`src/rtl/pkt_capture_pkg.sv`:
```
// Shared types and constants for the pkt_capture ingress block.
// PKT_CAPTURE_TS_EN adds the TRAILER state used for the timestamp word.
package pkt_capture_pkg;

`ifdef PKT_CAPTURE_TS_EN
  typedef enum logic [2:0] {
    ST_IDLE    = 3'd0,
    ST_CAPTURE = 3'd1,
    ST_ISSUE   = 3'd2,
    ST_WAIT    = 3'd3,
    ST_TRAILER = 3'd4
  } state_t;
`else
  typedef enum logic [2:0] {
    ST_IDLE    = 3'd0,
    ST_CAPTURE = 3'd1,
    ST_ISSUE   = 3'd2,
    ST_WAIT    = 3'd3
  } state_t;
`endif

  localparam int CTRL_VALID   = 0;
  localparam int CTRL_TRUNC   = 1;
  localparam int CTRL_TSMISS  = 2;
  localparam int CTRL_LEN_LSB = 16;

  localparam int BEAT_BYTES = 4;
  localparam int ADDR_ALIGN = 16;

  function automatic logic [15:0] sat_add16(input logic [15:0] a, input logic [2:0] b);
    logic [16:0] sum;
    sum = {1'b0, a} + {14'd0, b};
    return sum[16] ? 16'hFFFF : sum[15:0];
  endfunction

  function automatic logic [31:0] sat_inc32(input logic [31:0] a);
    return (a == 32'hFFFF_FFFF) ? a : (a + 32'd1);
  endfunction

endpackage

```
`src/rtl/capture_ring_ptr.sv`:
```
// Host ring-buffer write pointer: advances by the 16-byte-aligned packet size
// on writer completion and wraps when the next maximum-size packet would not fit.
module capture_ring_ptr
  import pkt_capture_pkg::*;
#(
  parameter int          MAX_PKT_BYTES = 1520,
  parameter logic [31:0] BUF_BASE      = 32'h0000_0000,
  parameter logic [31:0] BUF_SIZE      = 32'h0001_0000
) (
  input  logic        clk,
  input  logic        reset,
  input  logic        advance,
  input  logic [31:0] len,
  output logic [31:0] write_address
);

  logic [32:0] step;
  logic [32:0] next_addr;
  logic [32:0] limit;
  logic [31:0] addr_next;

  // Align-up, advance and wrap decision for the next packet slot
  always_comb begin
    step      = ({1'b0, len} + 33'(ADDR_ALIGN - 1)) & ~33'(ADDR_ALIGN - 1);
    next_addr = {1'b0, write_address} + step;
    limit     = {1'b0, BUF_BASE} + {1'b0, BUF_SIZE};
    if ((next_addr + 33'(MAX_PKT_BYTES)) > limit) begin
      addr_next = BUF_BASE;
    end else begin
      addr_next = next_addr[31:0];
    end
  end

  // Pointer register
  always_ff @(posedge clk) begin
    if (!reset) begin
      write_address <= BUF_BASE;
    end else if (advance) begin
      write_address <= addr_next;
    end else begin
      write_address <= write_address;
    end
  end

endmodule

```
`src/rtl/pkt_capture.sv`:
```
// Avalon-ST frame capture into the shared data FIFO with one-packet-in-flight
// hand-off to the burst writer. Build macro PKT_CAPTURE_TS_EN appends a timestamp word.
module pkt_capture
  import pkt_capture_pkg::*;
#(
  parameter int          MAX_PKT_BYTES = 1520,
  parameter logic [31:0] BUF_BASE      = 32'h0000_0000,
  parameter logic [31:0] BUF_SIZE      = 32'h0001_0000
) (
  input  logic        clk,
  input  logic        reset,
  input  logic        enable,
  input  logic [31:0] st_data,
  input  logic        st_valid,
  input  logic        st_sop,
  input  logic        st_eop,
  input  logic [1:0]  st_empty,
  output logic        st_ready,
  output logic [31:0] fifo_in,
  output logic        wr_to_fifo,
  input  logic        fifo_full,
  output logic        wr_ctrl,
  input  logic        wr_ctrl_rdy,
  output logic [31:0] control,
  output logic [31:0] pkt_begin,
  output logic [31:0] pkt_end,
  output logic [31:0] write_address,
  output logic [31:0] drop_cnt
);

  state_t      state, state_next, close_state;
  logic        wr_to_fifo_next;
  logic [31:0] fifo_in_next, control_next, pkt_end_next, drop_cnt_next;
  logic [2:0]  beat_bytes;
  logic        new_sop, room, keep_word, sop_accept;

  assign pkt_begin = 32'd0;

`ifdef PKT_CAPTURE_TS_EN
  logic [31:0] ts_cnt, ts_latch;
  assign close_state = ST_TRAILER;

  // Free-running cycle counter, sampled when a frame is accepted
  always_ff @(posedge clk) begin
    if (!reset) begin
      ts_cnt   <= 32'd0;
      ts_latch <= 32'd0;
    end else begin
      ts_cnt   <= ts_cnt + 32'd1;
      ts_latch <= sop_accept ? ts_cnt : ts_latch;
    end
  end
`else
  assign close_state = ST_ISSUE;
`endif

  // Next-state and next-output logic
  always_comb begin
    state_next      = state;
    fifo_in_next    = fifo_in;
    wr_to_fifo_next = 1'b0;
    control_next    = control;
    pkt_end_next    = pkt_end;
    drop_cnt_next   = drop_cnt;
    sop_accept      = 1'b0;
    new_sop         = st_valid && st_sop;
    beat_bytes      = st_eop ? (3'(BEAT_BYTES) - {1'b0, st_empty}) : 3'(BEAT_BYTES);
    room            = (pkt_end + 32'(BEAT_BYTES)) <= 32'(MAX_PKT_BYTES);
    // Once truncated, stay truncated so a FIFO that drains later cannot leave a hole
    keep_word       = !fifo_full && room && !control[CTRL_TRUNC];
    case (state)
      ST_IDLE: begin
        if (new_sop && enable) begin
          sop_accept   = 1'b1;
          control_next = 32'd0;
          control_next[CTRL_TSMISS] = 1'b0;
          control_next[CTRL_LEN_LSB +: 16] = {13'd0, beat_bytes};
          if (!fifo_full) begin
            wr_to_fifo_next = 1'b1;
            fifo_in_next    = st_data;
            pkt_end_next    = 32'(BEAT_BYTES);
          end else begin
            pkt_end_next = 32'd0;
            control_next[CTRL_TRUNC] = 1'b1;
          end
          if (st_eop) begin
            control_next[CTRL_VALID] = 1'b1;
            state_next = close_state;
          end else begin
            state_next = ST_CAPTURE;
          end
        end else begin
          state_next = ST_IDLE;
        end
      end
      ST_CAPTURE: begin
        if (new_sop) begin
          drop_cnt_next = sat_inc32(drop_cnt);
          control_next[CTRL_TRUNC] = 1'b1;
          control_next[CTRL_VALID] = 1'b1;
          state_next = close_state;
        end else if (st_valid) begin
          control_next[CTRL_LEN_LSB +: 16] = sat_add16(control[CTRL_LEN_LSB +: 16], beat_bytes);
          if (keep_word) begin
            wr_to_fifo_next = 1'b1;
            fifo_in_next    = st_data;
            pkt_end_next    = pkt_end + 32'(BEAT_BYTES);
          end else begin
            control_next[CTRL_TRUNC] = 1'b1;
          end
          if (st_eop) begin
            control_next[CTRL_VALID] = 1'b1;
            state_next = close_state;
          end else begin
            state_next = ST_CAPTURE;
          end
        end else begin
          state_next = ST_CAPTURE;
        end
      end
`ifdef PKT_CAPTURE_TS_EN
      ST_TRAILER: begin
        if (!fifo_full) begin
          wr_to_fifo_next = 1'b1;
          fifo_in_next    = ts_latch;
          pkt_end_next    = pkt_end + 32'(BEAT_BYTES);
        end else begin
          control_next[CTRL_TSMISS] = 1'b1;
        end
        drop_cnt_next = new_sop ? sat_inc32(drop_cnt) : drop_cnt;
        state_next    = ST_ISSUE;
      end
`endif
      ST_ISSUE: begin
        drop_cnt_next = new_sop ? sat_inc32(drop_cnt) : drop_cnt;
        state_next    = ST_WAIT;
      end
      ST_WAIT: begin
        drop_cnt_next = new_sop ? sat_inc32(drop_cnt) : drop_cnt;
        if (wr_ctrl_rdy) begin
          state_next = ST_IDLE;
        end else begin
          state_next = ST_WAIT;
        end
      end
      default: begin
        state_next = ST_IDLE;
      end
    endcase
  end

  // State and registered outputs
  always_ff @(posedge clk) begin
    if (!reset) begin
      state      <= ST_IDLE;
      st_ready   <= 1'b0;
      fifo_in    <= 32'd0;
      wr_to_fifo <= 1'b0;
      wr_ctrl    <= 1'b0;
      control    <= 32'd0;
      pkt_end    <= 32'd0;
      drop_cnt   <= 32'd0;
    end else begin
      state      <= state_next;
      st_ready   <= 1'b1;
      fifo_in    <= fifo_in_next;
      wr_to_fifo <= wr_to_fifo_next;
      wr_ctrl    <= (state_next == ST_ISSUE);
      control    <= control_next;
      pkt_end    <= pkt_end_next;
      drop_cnt   <= drop_cnt_next;
    end
  end

  capture_ring_ptr #(
    .MAX_PKT_BYTES (MAX_PKT_BYTES),
    .BUF_BASE      (BUF_BASE),
    .BUF_SIZE      (BUF_SIZE)
  ) u_ring_ptr (
    .clk           (clk),
    .reset         (reset),
    .advance       ((state == ST_WAIT) && wr_ctrl_rdy),
    .len           (pkt_end),
    .write_address (write_address)
  );

endmodule

```
`config.mk`:
```
export PLATFORM = sky130hd
export DESIGN_NAME = pkt_capture
export DESIGN_NICKNAME = d
export VERILOG_FILES = /design/src/rtl/pkt_capture_pkg.sv /design/src/rtl/capture_ring_ptr.sv /design/src/rtl/pkt_capture.sv
export SDC_FILE = /design/constraint.sdc
export NUM_CORES = 1
export LEC_CHECK = 0
export CAP_MARGIN = 0
export CORE_MARGIN = 5
export CORE_UTILIZATION = 45
export CTS_CLUSTER_SIZE = 20
export DETAILED_ROUTE_END_ITERATION = 6
export PLACE_DENSITY = 0.73
export SYNTH_ARGS = -nofsm -noshare
export SYNTH_HDL_FRONTEND = slang
export SYNTH_HIERARCHICAL = 1
export SYNTH_SLANG_ARGS = --single-unit
```
`constraint.sdc`:
```
create_clock -name clk -period 6.85 [get_ports clk]
set_input_delay 1.37 -clock clk [delete_from_list [all_inputs] [get_ports clk]]
set_output_delay 1.37 -clock clk [all_outputs]
set_load 0.02 [all_outputs]
```
==> out/qor.csv, run 1 <==
metric,value,unit
RSZ-0062 raised after global routing,no,
Most used DFF post-synth,dfxtp_1,
cells after synthesis,1264,
DRT Pass-1 Iters,5,
Placer Congestion,0.900,
GR peak layer,met2,
Antenna Cells,0,
cts hold-fix bufs,0,
final hold vios,0,
PD cells,163,nW/um2
part of the power in registers,42.4,%
Initial Util,45.3,%
clk_skew,0.0142,ns
# setup viols final,0,
Syn-to-layout area delta,23.6,%
worst stage delay on the critical path,0.76,ns
first-pass GRT wire length,46800,um
Horiz. Die Dim,160,um
CP Cell Sequence,o41a_1 -> nand4_1 -> nor4_1 -> and3_1 -> nand4_1 -> xnor2_1 -> ha_1 -> nand2_1 -> nor4_1 -> a21bo_2 -> a221oi_1 -> o21a_1 -> o311ai_0 -> nand2_1 -> a2111oi_2 -> o21ai_2 -> o21ai_1,
Yosys Warn Count,6,
WS Path Type,register to register,
Least-Margin Pin Slew,1.07,ns
cell internal pwr,1.49,mW
I/O pins,237,
switching share of power,27.5,%
CP startpoint kind,register,
Register Area,2900,um2
worst-path fanout max,13,
GR met2 Demand/Resource,36.5,%
final std cells w/o fill,1718,
clock insertion delay at the later pin of the skew report,0.43,ns
Peak VDD IR,149,uV
post-synthesis sequential area ratio,28.5,%
fillers,2095,
FF-to-FF path depth,17,
Leak,5.10,nW
Slowest cell on crit path,nor4_1,
Post-route DRC,0,
Mean Syn Cell Area,8.06,um2
Max Slew Vio Count,0,
TritonCTS clock tree,built,
max_cap viols,0,
Die H,160,um
setup TNS,0,ns
biggest area consumer among synthesized cells,dfxtp_1,
top post-synthesis cells by count,"dfxtp_1 (145), nand2_1 (127), nand3_1 (78), nand4_1 (66), and2_1 (61)",
total CTS buffers,17,
status,"finished, final reports clean",
Clk pwr share,48.3,%
Final ANT Viol Nets,0,
Root Buffer,clkbuf_16,
M3 GR Usage,7.31,%
fmax,173,MHz
ys async rst share,0,%
PortBufs,184,
clock sink count,145,
fin crit share,84.4,%
Placeable Area,22500,um2
library cells used by synthesis,89,
Gate power share,9.3,%
CTS resizes,0,
H-tree depth,4,
post-synth top area share,28.5,%
sw power,564,uW
dpl hpwl,21500,um
"EDFF count, synth",0,
Total Power,2.05,mW
post-layout util,56.0,%
wire per inst,17.0,um
final wirelength,29300,um
DR vias/cell,5.74,
flop and latch count out of synthesis,145,
slew margin rel.,28.5,%
synth top area cells,"dfxtp_1 (28%), ha_1 (4.8%), xnor2_1 (4.7%)",
most common cell in the synthesized netlist,dfxtp_1,
layout cells sized above 1,6.14,%
synthesized area,10200,um2
area of the multi-input gates,6720,um2
Iteration-0 DRC Markers,617,
final net count,1503,
Hold Crit Depth,2,
initial antenna violation count,0,
Placed Cells,1686,
CP Data Arrival Time,6.14,ns
# rows,55,
Bufs on Longest Clock Path,2,
gr usage total,21.7,%
min-delay worst type,register to register,
critical path endpoint category,register,
full die area,25800,um2
vias in the first global route,9180,
met1 usage,27.3,%
vias,9853,
crit path time final,5.78,ns
largest net degree at the start of global routing,127,
WP data required,7.21,ns
Post-CTS Setup Bufs,0,
"Clk pin slew, worst setup/hold paths",0.07,ns
"Remaining Overflow, GRT",0,
-- sequential cells by signal, indices dropped and copies added, names as in the netlist --
name,count
control,18
drop_cnt,32
state,2
wr_to_fifo,1
u_ring_ptr/write_address,28
fifo_in,32
st_ready,1
pkt_end,30
wr_ctrl,1
-- cells in the final DEF, fill, tap and decap left out, drive strengths merged, types with 5 or more instances in the layout --
| master | instances |
|---|---|
| a211oi | 7 |
| clkbuf | 17 |
| nand4 | 67 |
| a21oi | 55 |
| xor2 | 23 |
| o221a | 8 |
| a311oi | 5 |
| a21boi | 8 |
| and3 | 59 |
| nand3 | 79 |
| and2 | 62 |
| dfxtp | 145 |
| nor2b | 12 |
| a31oi | 9 |
| o21ai | 50 |
| inv | 33 |
| or4 | 8 |
| conb | 56 |
| ha | 39 |
| or3 | 15 |
| mux2i | 9 |
| nand2b | 40 |
| o21a | 8 |
| a32oi | 32 |
| nor4 | 13 |
| nor3 | 29 |
| and4 | 10 |
| nand4b | 5 |
| clkdlybuf4s50 | 183 |
| a2111oi | 7 |
| xnor2 | 55 |
| nor2 | 56 |
| o211ai | 11 |
| a21o | 14 |
| buf | 10 |
| nand2 | 128 |
| o2111ai | 5 |
-- stage by stage --
step | hold slack [ns] | instance area (um2) | worst slack, ns
4_1_cts | 0.475 | 12600 | 1.12
3_3_place_gp | 0.453 | 12000 | 1.31
5_1_grt | 0.506 | 12600 | 0.519
3_5_place_dp | 0.461 | 12000 | 1.13
6_report | 0.472 | 12600 | 1.07
2_1_floorplan | 0.533 | 10400 | 1.84
-- critical path: cells and delay by family (launching register included) --
family	cells	cell delay [ns]
adder cells (fa/ha/maj)	1	0.43
AO/OA/AOI/OAI	8	2.16
XOR/XNOR	1	0.16
AND/OR/NAND/NOR	7	2.43
flip-flops	1	0.53
-- logic make-up (layout without fill, tap and decap cells) --
kind of cell,Yosys count,after routing,synth area share (%)
XOR/XNOR,78,78,6.70
adder cells (fa/ha/maj),41,41,5.18
other,2,56,0.0737
AO/OA/AOI/OAI,260,260,19.0
buffers and inverters,133,248,7.59
AND/OR/NAND/NOR,596,596,32.1
flip-flops,145,145,28.5
multiplexers,9,9,0.884
-- layout make-up --
cell class	count	area share, %
clock buffers	17	3.38
clock inverters	15	1.52
inverters	23	0.686
multi-input cells	1040	53.4
flip-flops and latches	145	23.1
well taps	285	2.83
repair buffers	193	15.1
-- worst paths after layout --
kind | start | endpoint | slack (ns)
setup / recovery | pkt_end[2]$_SDFFE_PN0P_ | u_ring_ptr/write_address[6]$_SDFFE_PN0P_ | 1.07
hold reg to reg | u_ring_ptr/write_address[20]$_SDFFE_PN0P_ | u_ring_ptr/write_address[20]$_SDFFE_PN0P_ | 0.47
setup reg to reg | pkt_end[2]$_SDFFE_PN0P_ | u_ring_ptr/write_address[6]$_SDFFE_PN0P_ | 1.07
hold / removal | u_ring_ptr/write_address[20]$_SDFFE_PN0P_ | u_ring_ptr/write_address[20]$_SDFFE_PN0P_ | 0.47
-- routing by layer --
metal	up-vias	part of all wire (%)	routed length, um
met2	300	48	14000
met4	0	1.0	294
met5	-	0	0
met3	26	8.8	2590
met1	4655	42	12400
li1	4872	-	-
-- power by group through the flow --
stage	clock network (mW)	logic [mW]	registers, mW
2_1_floorplan	0	0.128	0.901
3_3_place_gp	0	0.188	0.888
3_5_place_dp	0	0.190	0.888
4_1_cts	1.01	0.191	0.869
5_1_grt	1.05	0.206	0.871
6_report	0.990	0.191	0.869
No activity file was read; power rests on OpenSTA's default activity.
==> run 2: changes to the inputs <==
- clock period: 6.85 -> 5.4 ns (I/O delays scaled with it)
==> out/qor.csv, run 2 (synthesis gave the netlist of run 1 again) <==
metric,value,unit,change
DR vias/cell,5.73,,was 5.74
Post-route DRC,0,,unchanged
Horiz. Die Dim,160,um,unchanged
most frequent CP cell,and3_1,,
clock insertion delay at the later pin of the skew report,0.43,ns,about the same
wire per inst,17.1,um,was 17.0 um
dpl cell area,12100,um2,was 12000 um2
clock sink count,145,,unchanged
Leak,5.20,nW,was 5.10 nW
dpl hpwl,21700,um,was 21500 um
Placeable Area,22500,um2,unchanged
Post-Route M1 WL,12500,um,was 12400 um
Routed met2 length,14200,um,was 14000 um
I/O pins,237,,unchanged
max_cap viols,0,,unchanged
CP Cell Sequence,o41a_1 -> and2_1 -> and3_1 -> and3_1 -> xor2_1 -> ha_1 -> a21oi_2 -> o21ai_0 -> a22oi_2 -> a21boi_1 -> o311a_1 -> a2111oi_1 -> buf_4 -> nand3_1 -> a2111oi_4 -> o21ai_4 -> o21ai_1,,was o41a_1 -> nand4_1 -> nor4_1 -> and3_1 -> nand4_1 -> xnor2_1 -> ha_1 -> nand2_1 -> nor4_1 -> a21bo_2 -> a221oi_1 -> o21a_1 -> o311ai_0 -> nand2_1 -> a2111oi_2 -> o21ai_2 -> o21ai_1
worst-path fanout max,12,,was 13
Max Slew Vio Count,0,,unchanged
Root Buffer,clkbuf_16,,unchanged
CP Data Arrival Time,5.46,ns,was 6.14 ns
Bufs on Longest Clock Path,2,,unchanged
fin crit share,94.5,%,was 84.4%
worst stage delay on the critical path,0.54,ns,was 0.76 ns
crit path time final,5.10,ns,was 5.78 ns
CP startpoint kind,register,,unchanged
"Clk pin slew, worst setup/hold paths",0.06,ns,was 0.07 ns
met3 routed wirelength,2540,um,was 2590 um
final net count,1524,,was 1503
Peak VDD IR,177,uV,was 149 uV
Least-Margin Pin Slew,1.11,ns,was 1.07 ns
CTS resizes,0,,unchanged
Antenna Cells,0,,unchanged
first-pass GRT wire length,47800,um,was 46800 um
# setup viols final,0,,unchanged
final hold vios,0,,unchanged
DRT Pass-1 Iters,5,,unchanged
highest metal used,met4,,unchanged
"Remaining Overflow, GRT",0,,unchanged
gr usage total,22.0,%,was 21.7%
# rows,55,,unchanged
WP data required,5.75,ns,was 7.21 ns
fillers,2087,,was 2095
status,"finished, final reports clean",,unchanged
Post-CTS Setup Bufs,0,,unchanged
Placer Congestion,0.889,,was 0.900
TritonCTS clock tree,built,,unchanged
H-tree depth,4,,unchanged
vias,9960,,was 9853
PortBufs,184,,unchanged
Finished Cell Area,12800,um2,was 12600 um2
Slowest cell on crit path,a2111oi_4,,was nor4_1
final wirelength,29700,um,was 29300 um
min-delay worst type,register to register,,unchanged
layout cells sized above 1,7.71,%,was 6.14%
slew margin rel.,25.6,%,was 28.5%
WS Path Type,register to register,,unchanged
PD cells,198,nW/um2,was 163 nW/um2
most frequent cells in the layout,"clkdlybuf4s50_1 (183), dfxtp_1 (144), nand2_1 (127)",,"was clkdlybuf4s50_1 (183), dfxtp_1 (145), nand2_1 (127)"
Syn-to-layout area delta,25.1,%,was 23.6%
initial antenna violation count,0,,unchanged
Iteration-0 DRC Markers,748,,was 617
Initial Util,45.3,%,unchanged
fmax,196,MHz,was 173 MHz
total CTS buffers,17,,unchanged
biggest regs,"drop_cnt: 32 flops, fifo_in: 32 flops, pkt_end: 30 flops",,unchanged
setup TNS,0,ns,unchanged
RSZ-0062 raised after global routing,no,,unchanged
Final ANT Viol Nets,0,,unchanged
worst path bufs/invs,1,,was 0
full die area,25800,um2,unchanged
cts hold-fix bufs,0,,unchanged
critical path endpoint category,register,,unchanged
vias in the first global route,9346,,was 9180
"commonest non-fill, non-tap cell in the layout",clkdlybuf4s50_1,,unchanged
Die H,160,um,unchanged
clk_skew,0.0142,ns,about the same
"Largest delay share family, worst path",compound AO/OA/AOI/OAI gates,,was simple AND/OR/NAND/NOR gates
largest net degree at the start of global routing,90,,was 127
run 2: power by group:
group          switching (mW)  internal [mW]  leakage (nW)
combinational           0.152         0.0905          3.76
sequential             0.0145           1.09          1.17
clock                   0.509          0.666         0.271
total                   0.675           1.84          5.20
run 2: worst paths after layout:
path                                        startpoint                                        end  slack [ns]  cells past startpoint
max reg2reg                    pkt_end[2]$_SDFFE_PN0P_   u_ring_ptr/write_address[5]$_SDFFE_PN0P_        0.30                     17
max                            pkt_end[2]$_SDFFE_PN0P_   u_ring_ptr/write_address[5]$_SDFFE_PN0P_        0.30                     17
min          u_ring_ptr/write_address[29]$_SDFFE_PN0P_  u_ring_ptr/write_address[29]$_SDFFE_PN0P_        0.47                      2
min reg2reg  u_ring_ptr/write_address[29]$_SDFFE_PN0P_  u_ring_ptr/write_address[29]$_SDFFE_PN0P_        0.47                      2
run 2: stage by stage:
step	hold WS, ns	util, %	setup slack [ns]	power (mW)	std cells
floorplan	0.533	-	0.393	1.31	1318
global placement	0.450	53.9	0.299	1.36	1707
detailed placement	0.465	53.9	0.218	1.37	1707
CTS	0.473	56.5	0.194	2.54	1738
global route	0.496	56.7	0.0174	2.62	1738
finish	0.471	56.7	0.296	2.52	1738
run 2: final cells by class:
type                       instances  area [um2]  area share [%]
tap                              285         357            2.80
multi-input combinational       1040        6760            53.0
clock buffer                      19         453            3.55
clock inverter                    12         124           0.971
inverter                          23        86.3           0.677
sequential                       145        2900            22.8
timing repair buffer             214        2060            16.2
run 2: per-layer routing:
metal	track usage, %	vias to the layer above
met3	6.34	33
met1	28.0	4668
met4	5.51	0
met2	36.9	349
met5	0	-
li1	-	4910
run 2: tightest hold or removal path: stages (launching register included):
cell     delay, ns
dfxtp_1       0.32
nand2_1       0.06
nand2_1       0.04
